<file path="src/rtl/inst_d.sv">
// rtl/inst_d.sv - instruction decode stage: IF/ID register, register file, decoder, load-use hazard, ID/EX register
module inst_d #(
    parameter int          XLEN     = 32,
    parameter int          NREG     = 32,
    parameter logic [31:0] NOP_INST = 32'h0000_0000
) (
    input  logic            clk,
    input  logic            rst,
    input  logic [31:0]     instruction,
    input  logic [31:0]     pc4,
    input  logic            flush,
    input  logic            wb_we,
    input  logic [4:0]      wb_addr,
    input  logic [XLEN-1:0] wb_data,
    output logic            hazard,
    output logic [31:0]     ex_add,
    output logic            id_ex_valid,
    output logic [XLEN-1:0] id_ex_rs_data,
    output logic [XLEN-1:0] id_ex_rt_data,
    output logic [XLEN-1:0] id_ex_imm,
    output logic [4:0]      id_ex_rs,
    output logic [4:0]      id_ex_rt,
    output logic [4:0]      id_ex_rd,
    output logic [7:0]      id_ex_ctrl,
    output logic [5:0]      id_ex_funct
);

    localparam logic [5:0] OP_RTYPE = 6'b000000;
    localparam logic [5:0] OP_LW    = 6'b100011;
    localparam logic [5:0] OP_SW    = 6'b101011;
    localparam logic [5:0] OP_BEQ   = 6'b000100;
    localparam logic [5:0] OP_ADDI  = 6'b001000;
    localparam logic [5:0] OP_J     = 6'b000010;

    logic [31:0]     r_ifid_instr;
    logic [31:0]     r_ifid_pc4;
    logic            r_ifid_valid;
    logic [XLEN-1:0] r_regs [NREG];

    logic            r_valid;
    logic [XLEN-1:0] r_rs_data;
    logic [XLEN-1:0] r_rt_data;
    logic [XLEN-1:0] r_imm;
    logic [4:0]      r_rs;
    logic [4:0]      r_rt;
    logic [4:0]      r_rd;
    logic [7:0]      r_ctrl;
    logic [5:0]      r_funct;
    logic [31:0]     r_ex_add;

    logic [5:0]      w_op;
    logic [4:0]      w_rs;
    logic [4:0]      w_rt;
    logic [4:0]      w_rd;
    logic [XLEN-1:0] w_imm_ext;
    logic [7:0]      w_ctrl;
    logic [4:0]      w_dest;
    logic            w_uses_rt;
    logic [XLEN-1:0] w_rs_data;
    logic [XLEN-1:0] w_rt_data;
    logic [31:0]     w_target;
    logic            w_hazard;
    logic            w_unused;

    assign w_op      = r_ifid_instr[31:26];
    assign w_rs      = r_ifid_instr[25:21];
    assign w_rt      = r_ifid_instr[20:16];
    assign w_rd      = r_ifid_instr[15:11];
    assign w_imm_ext = {{(XLEN-16){r_ifid_instr[15]}}, r_ifid_instr[15:0]};
    assign w_unused  = ^r_ifid_instr[10:6];

    always_comb begin
        w_ctrl = 8'b0000_0000;
        w_dest = 5'd0;
        case (w_op)
            OP_RTYPE: begin w_ctrl = 8'b1000_0010; w_dest = w_rd; end
            OP_LW:    begin w_ctrl = 8'b1101_0000; w_dest = w_rt; end
            OP_SW:    begin w_ctrl = 8'b0011_0000; end
            OP_BEQ:   begin w_ctrl = 8'b0000_1001; end
            OP_ADDI:  begin w_ctrl = 8'b1001_0000; w_dest = w_rt; end
            OP_J:     begin w_ctrl = 8'b0000_0100; end
            default:  begin w_ctrl = 8'b0000_0000; w_dest = 5'd0; end
        endcase
    end

    // Register file reads bypass the writeback port so decode sees the value retiring this cycle
    always_comb begin
        w_rs_data = '0;
        w_rt_data = '0;
        if (w_rs != 5'd0)
            w_rs_data = (wb_we && wb_addr == w_rs) ? wb_data : r_regs[w_rs];
        if (w_rt != 5'd0)
            w_rt_data = (wb_we && wb_addr == w_rt) ? wb_data : r_regs[w_rt];
    end

    // rt is only a source operand for R-type, beq and sw
    assign w_uses_rt = (w_op == OP_RTYPE) || (w_op == OP_BEQ) || (w_op == OP_SW);
    assign w_hazard  = !rst && r_valid && r_ctrl[6] && (r_rd != 5'd0) && r_ifid_valid &&
                       ((r_rd == w_rs) || ((r_rd == w_rt) && w_uses_rt));

    always_comb begin
        w_target = r_ifid_pc4;
        if (w_op == OP_BEQ)
            w_target = r_ifid_pc4 + {w_imm_ext[29:0], 2'b00};
        else if (w_op == OP_J)
            w_target = {r_ifid_pc4[31:28], r_ifid_instr[25:0], 2'b00};
    end

    always_ff @(posedge clk or posedge rst) begin
        if (rst) begin
            r_ifid_instr <= NOP_INST;
            r_ifid_pc4   <= 32'd0;
            r_ifid_valid <= 1'b0;
        end else if (flush) begin
            r_ifid_instr <= NOP_INST;
            r_ifid_valid <= 1'b0;
        end else if (!w_hazard) begin
            r_ifid_instr <= instruction;
            r_ifid_pc4   <= pc4;
            r_ifid_valid <= 1'b1;
        end
    end

    always_ff @(posedge clk or posedge rst) begin
        if (rst) begin
            for (int i = 0; i < NREG; i++)
                r_regs[i] <= '0;
        end else if (wb_we && wb_addr != 5'd0) begin
            r_regs[wb_addr] <= wb_data;
        end
    end

    always_ff @(posedge clk or posedge rst) begin
        if (rst) begin
            r_valid   <= 1'b0;
            r_rs_data <= '0;
            r_rt_data <= '0;
            r_imm     <= '0;
            r_rs      <= 5'd0;
            r_rt      <= 5'd0;
            r_rd      <= 5'd0;
            r_ctrl    <= 8'd0;
            r_funct   <= 6'd0;
            r_ex_add  <= 32'd0;
        end else if (flush || w_hazard) begin
            r_valid   <= 1'b0;
            r_rs_data <= '0;
            r_rt_data <= '0;
            r_imm     <= '0;
            r_rs      <= 5'd0;
            r_rt      <= 5'd0;
            r_rd      <= 5'd0;
            r_ctrl    <= 8'd0;
            r_funct   <= 6'd0;
        end else begin
            r_valid   <= r_ifid_valid;
            r_rs_data <= w_rs_data;
            r_rt_data <= w_rt_data;
            r_imm     <= w_imm_ext;
            r_rs      <= w_rs;
            r_rt      <= w_rt;
            r_rd      <= w_dest;
            r_ctrl    <= w_ctrl;
            r_funct   <= r_ifid_instr[5:0];
            r_ex_add  <= w_target;
        end
    end

    assign hazard        = w_hazard;
    assign ex_add        = r_ex_add;
    assign id_ex_valid   = r_valid;
    assign id_ex_rs_data = r_rs_data;
    assign id_ex_rt_data = r_rt_data;
    assign id_ex_imm     = r_imm;
    assign id_ex_rs      = r_rs;
    assign id_ex_rt      = r_rt;
    assign id_ex_rd      = r_rd;
    assign id_ex_ctrl    = r_ctrl;
    assign id_ex_funct   = r_funct;

endmodule

</file>
<file path="config.mk">
export PLATFORM = sky130hd
export DESIGN_NAME = inst_d
export DESIGN_NICKNAME = d
export VERILOG_FILES = /design/src/rtl/inst_d.sv
export SDC_FILE = /design/constraint.sdc
export NUM_CORES = 2
export LEC_CHECK = 0
export BUFFER_PORTS_ARGS = -buffer_cell sky130_fd_sc_hd__buf_2
export CAP_MARGIN = 20
export CORE_MARGIN = 3
export CORE_UTILIZATION = 49
export DETAILED_ROUTE_END_ITERATION = 6
export PLACE_DENSITY_LB_ADDON = 0.1
export SLEW_MARGIN = 5
export SYNTH_ARGS = -nofsm -noshare
export SYNTH_HDL_FRONTEND = slang
export SYNTH_SLANG_ARGS = --single-unit
</file>
<file path="constraint.sdc">
create_clock -name clk -period 51.9 [get_ports clk]
set_input_delay 2.595 -clock clk [delete_from_list [all_inputs] [get_ports clk]]
set_output_delay 2.595 -clock clk [all_outputs]
set_load 0.1 [all_outputs]
</file>
* Word-level counts from Yosys, hierarchy flattened *
Index checks and enable logic that the tools add are counted.

cells by class
  add/subtract/negate cells = 1
  $lt $le $gt $ge = 4
  eq/ne operators = 10
  multiplexer cells = 30
  bitwise gates (word level) = 5
  reductions and logical operators = 22

operators with widths
  kind                number
  $bwmux 1024         1
  $mux 32             15
  $bmux 32 s5         2
  $demux 32 s5        1
  $pmux 8 s6          1
  $add 32x32->32      1
  $mux 28             1
  $eq 5x5->1          4
  $reduce_bool 5->1   4
  $ge 6x6->1 const B  3
  $not 5->6           3
  $mux 5              3
  $eq 6x6->1 const B  2
  $logic_and 1x1->1   10
  $pmux 5 s2          1
  $mux 8              1
  $eq 6x2->1 const B  1
  $eq 6x3->1 const B  1
  $eq 6x4->1 const B  1
  $logic_not 6->1     1
  $lt 6x1->1 const B  1
  $mux 6              1
  $logic_or 1x1->1    4
  $mux 1              3
  5 further kinds     6

word-level totals
  register bits after elaboration = 1247
  output and inout port bits = 159
  word-level logic and storage cells = 117

* Logic depth before layout (Yosys ltp) *
  depth in word-level cells = 8
  mapped depth = 13
  gate-level depth less buffers = 11

* Worst setup path before layout *
OpenSTA, ideal clock, no wires.

  kind = input -> output
  start point = input rst
  end point = output hazard
  arrival = 29.877 ns
  required time = 49.305 ns
  setup slack = 19.428 ns
  stages on the path = 5
  cell sequence = inv_1 > nand4_1 > nor3_1 > buf_2 > buf_2

on the way
  word-level cells in the longest chain between the ends = 6

RTL lines
  element                         RTL line  text
  from (decl)                     8         input logic rst,
  $logic_not 1->1 (no line)       --
  $logic_and 1x1->1 (5 in a row)  98        assign w_hazard = !rst && r_valid && r_ctrl[6] && (r_rd != 5'd0) && r_ifid_valid &&
  to (decl)                       15        output logic hazard,

No other way between the ends.

* Worst setup path after layout *
Ends and elaborated chain as after synthesis.

==> run_results.csv <==
group,metric,value,unit
outcome,run_status,"complete, no violations",
setup_path,crit_chain,"buf_2 > inv_8 > nand4_1 > nor3_2 > buf_4 > buf_2",
timing,rsz0062_at_grt,"no",
logic_synthesis,syn_area_per_cell,15.3,µm²
timing,period_minus_slack,7200,ps
logic_synthesis,synth.distinct_cells,63,
cts,hold_buffers,0,
placed_design,gp_congestion,0.787,
timing,finClkSkew,28.5,ps
setup_path,cp_slowest_cell,"buf_2",
cts,clock_path_buffers,3,
power_and_ir_drop,pwr-share-clk,36.0,%
floorplan,start_util,49.5,%
finish,area_growth,11.6,%
placed_design,pre_cts_ws,44220,ps
finish,fin_nets,4308,
job,drv_cap,0,
logic_synthesis,ys_seq_area_share,48.3,%
power_and_ir_drop,leakage,30.7,nW
setup_path,end_kind,"output pin",
placed_design,port_buffers,263,
logic_synthesis,yosys.area.top_type,"dfrtp_1",
power_and_ir_drop,comb_power_share,20.3,%
cts,numCtsBuffers,142,
drt,drc,0,
drt,via_per_inst,6.32,
power_and_ir_drop,p_int,2.04,mW
setup_path,r2r-end,"id_ex_rs_data[14]$_DFF_PP0_",
floorplan,die_h,366,µm
placed_design,hpwl,100000,µm
cts,numClockSinks,1224,
cts,post_cts_buffers,0,
cts,root_buffer,"clkbuf_16",
timing,fmax,139,MHz
timing,slew_headroom,24.3,%
cts,clk_latency,770,ps
hold_path,hold_depth,0,
hold_path,min_to,"r_regs[999]$_DFFE_PP0P_",
logic_synthesis,netlist_instances,4152,
timing,holdWs,392,ps
power_and_ir_drop,switchingPower,0.791,mW
global_route,grt_use_total,27.6,%
floorplan,fp-row-count,131,
drt,num_vias,38063,
floorplan,dieWidth,366,µm
timing,worst_pin_slew,1130,ps
power_and_ir_drop,seq_power_share,43.7,%
timing,fin_ws,44700,ps
cts,ctsResizeCount,0,
timing,finalHoldViolCount,0,
power_and_ir_drop,swShare,28.0,%
logic_synthesis,yosys_warnings,0,
drt,drtIter0Drc,3200,
drt,avgRoutedWirePerCell,30.0,µm
floorplan,core_area,0.128,mm²
setup_path,crit_type,"input port to output pin",
cts,path_clk_slew,60,ps
setup_path,rr_startpoint,"r_ifid_instr[21]$_DFFE_PP0P_",
logic_synthesis,synth_most_common_cell,"dfrtp_1",
logic_synthesis,syn_area,0.0634,mm²
hold_path,hp-class,"flip-flop to flip-flop",
logic_synthesis,synth_edf_count,0,
logic_synthesis,async_flop_share,100,%
power_and_ir_drop,powerDensity,40.0,mW/mm²
hold_path,hold_start,"r_regs[999]$_DFFE_PP0P_",
setup_path,critPathLaunchType,"input port",
global_route,grt-ovfl-total,0,
timing,tns,0,ps
setup_path,rr_worst_depth,8,
setup_path,crit_fanout,102,
placed_design,placed_area,0.0659,mm²
finish,regArea,0.0307,mm²
global_route,antenna_found_initial,15,
logic_synthesis,synth_top_area_share,48.3,%
global_route,grt_pass1_wl,269000,µm
global_route,grt_max_degree,175,
logic_synthesis,synth_commonest_cells,"dfrtp_1 (1224), mux2_2 (994), mux4_2 (640)",
global_route,grt_pass1_vias,39442,
logic_synthesis,synthTopCellsByArea,"dfrtp_1 (48%), mux4_2 (23%), mux2_2 (18%), mux2i_1 (2.0%), clkbuf_1 (1.8%)",
floorplan,die-area,0.134,mm²
finish,finish.utilization,55.2,%
cts,cts.htree.levels,4,
drt,wl,181000,µm
logic_synthesis,ys_ff_latch,1224,
timing,drv_slew,0,
setup_path,required,49310,ps
finish,fill_cells,10387,
finish,finalInstanceArea,0.0707,mm²
setup_path,ff2ff_setup_slack,46880,ps
floorplan,pin_count,264,
drt,ant_nets,0,
cts,cts_tree,"built",
power_and_ir_drop,irDropWorstVdd,29.5,µV
drt,dr.pass1.iters,7,
setup_path,crit_top_cell,"buf_2",
logic_synthesis,synth_nets,4287,
timing,period_share,13.9,%
finish,multi_input_area,0.0311,mm²
timing,setup_viol,0,
setup_path,slowest_delay,510,ps
finish,drive_gt1_share,52.7,%
logic_synthesis,dominantRegCellSynth,"dfrtp_1",
setup_path,arrival,4610,ps
layout make-up:
class	instances	share of cell area (%)
flip-flops and latches	1224	43.4
clock buffers	220	6.20
repair buffers	341	2.81
multi-input cells	2461	44.0
diodes	12	0.0425
well taps	1729	3.06
clock inverters	32	0.513
inverters	3	0.0265
layout by cell type, fill, tap and decap left out, types with 31 or more instances in the layout:
master / n
clkbuf_16: 148
and2_1: 31
clkbuf_8: 41
o21ai_0: 40
clkbuf_1: 31
a211oi_1: 68
mux2i_1: 124
nand2_1: 147
a21oi_1: 48
mux2_2: 994
buf_2: 263
nor2_1: 138
mux4_2: 640
buf_4: 72
dfrtp_1: 1214
power by group through the flow:
stage | Clock, mW | Sequential, mW | Combinational [mW]
2_1_floorplan | 0 | 1.29 | 0.405
3_3_place_gp | 0 | 1.24 | 0.568
3_5_place_dp | 0 | 1.25 | 0.577
4_1_cts | 1.04 | 1.23 | 0.578
5_1_grt | 1.08 | 1.26 | 0.613
6_report | 1.02 | 1.24 | 0.573
flip-flops by register name, summed over array words and instances (netlist names):
name,cells
r_regs,1024
ex_add,32
id_ex_rs_data,32
id_ex_rt_data,32
r_ifid_instr,32
r_ifid_pc4,32
id_ex_imm,11
id_ex_ctrl,7
id_ex_funct,5
id_ex_rd,5
id_ex_rs,5
id_ex_rt,5
id_ex_valid,1
r_ifid_valid,1
worst max path at each step:
| stage | startpoint | to | cells after the start | slack [ps] |
|---|---|---|---|---|
| global route | rst | hazard | 6 | 44510 |
| global placement | rst | id_ex_rs_data[19]$_DFF_PP0_ | 7 | 44240 |
| floorplan | rst | ex_add[0]$_DFFE_PP0P_ | 1 | 14800 |
| CTS | rst | hazard | 6 | 44650 |
| detailed placement | rst | id_ex_rt_data[19]$_DFF_PP0_ | 7 | 44220 |
| finish | rst | hazard | 6 | 44700 |
logic make-up after synthesis:
logic type | count (synthesis) | share of synthesized area, %
DFF | 1224 | 48.3
and+or+nand+nor | 428 | 2.95
xor gates and xnor gates | 42 | 0.580
buffers and inverters | 467 | 3.06
adders and majority gates | 30 | 0.604
muxes | 1758 | 42.4
AOI/OAI and AO/OA | 203 | 2.11
critical path: cells and delay by family:
family	cells	cell delay, ps
buf+inv	4	1490
simple gates	2	440
metal layers:
layer  vias to the layer above  share of wire, %  global-route usage, %
met5                         -            0.0072                  0.617
met4                         2               3.6                   9.74
met3                       360               6.5                   5.32
met2                      1198                47                   43.3
met1                     20613                43                   38.9
li1                      15890                 -                      -
through the flow:
step                      instances  total power [mW]
final                          6022              2.83
after global routing           6018              2.95
after CTS                      6010              2.85
after detailed placement       5758              1.83
after global placement         5754              1.81
after floorplan                4152              1.69
No activity file was read; power rests on OpenSTA's default activity.
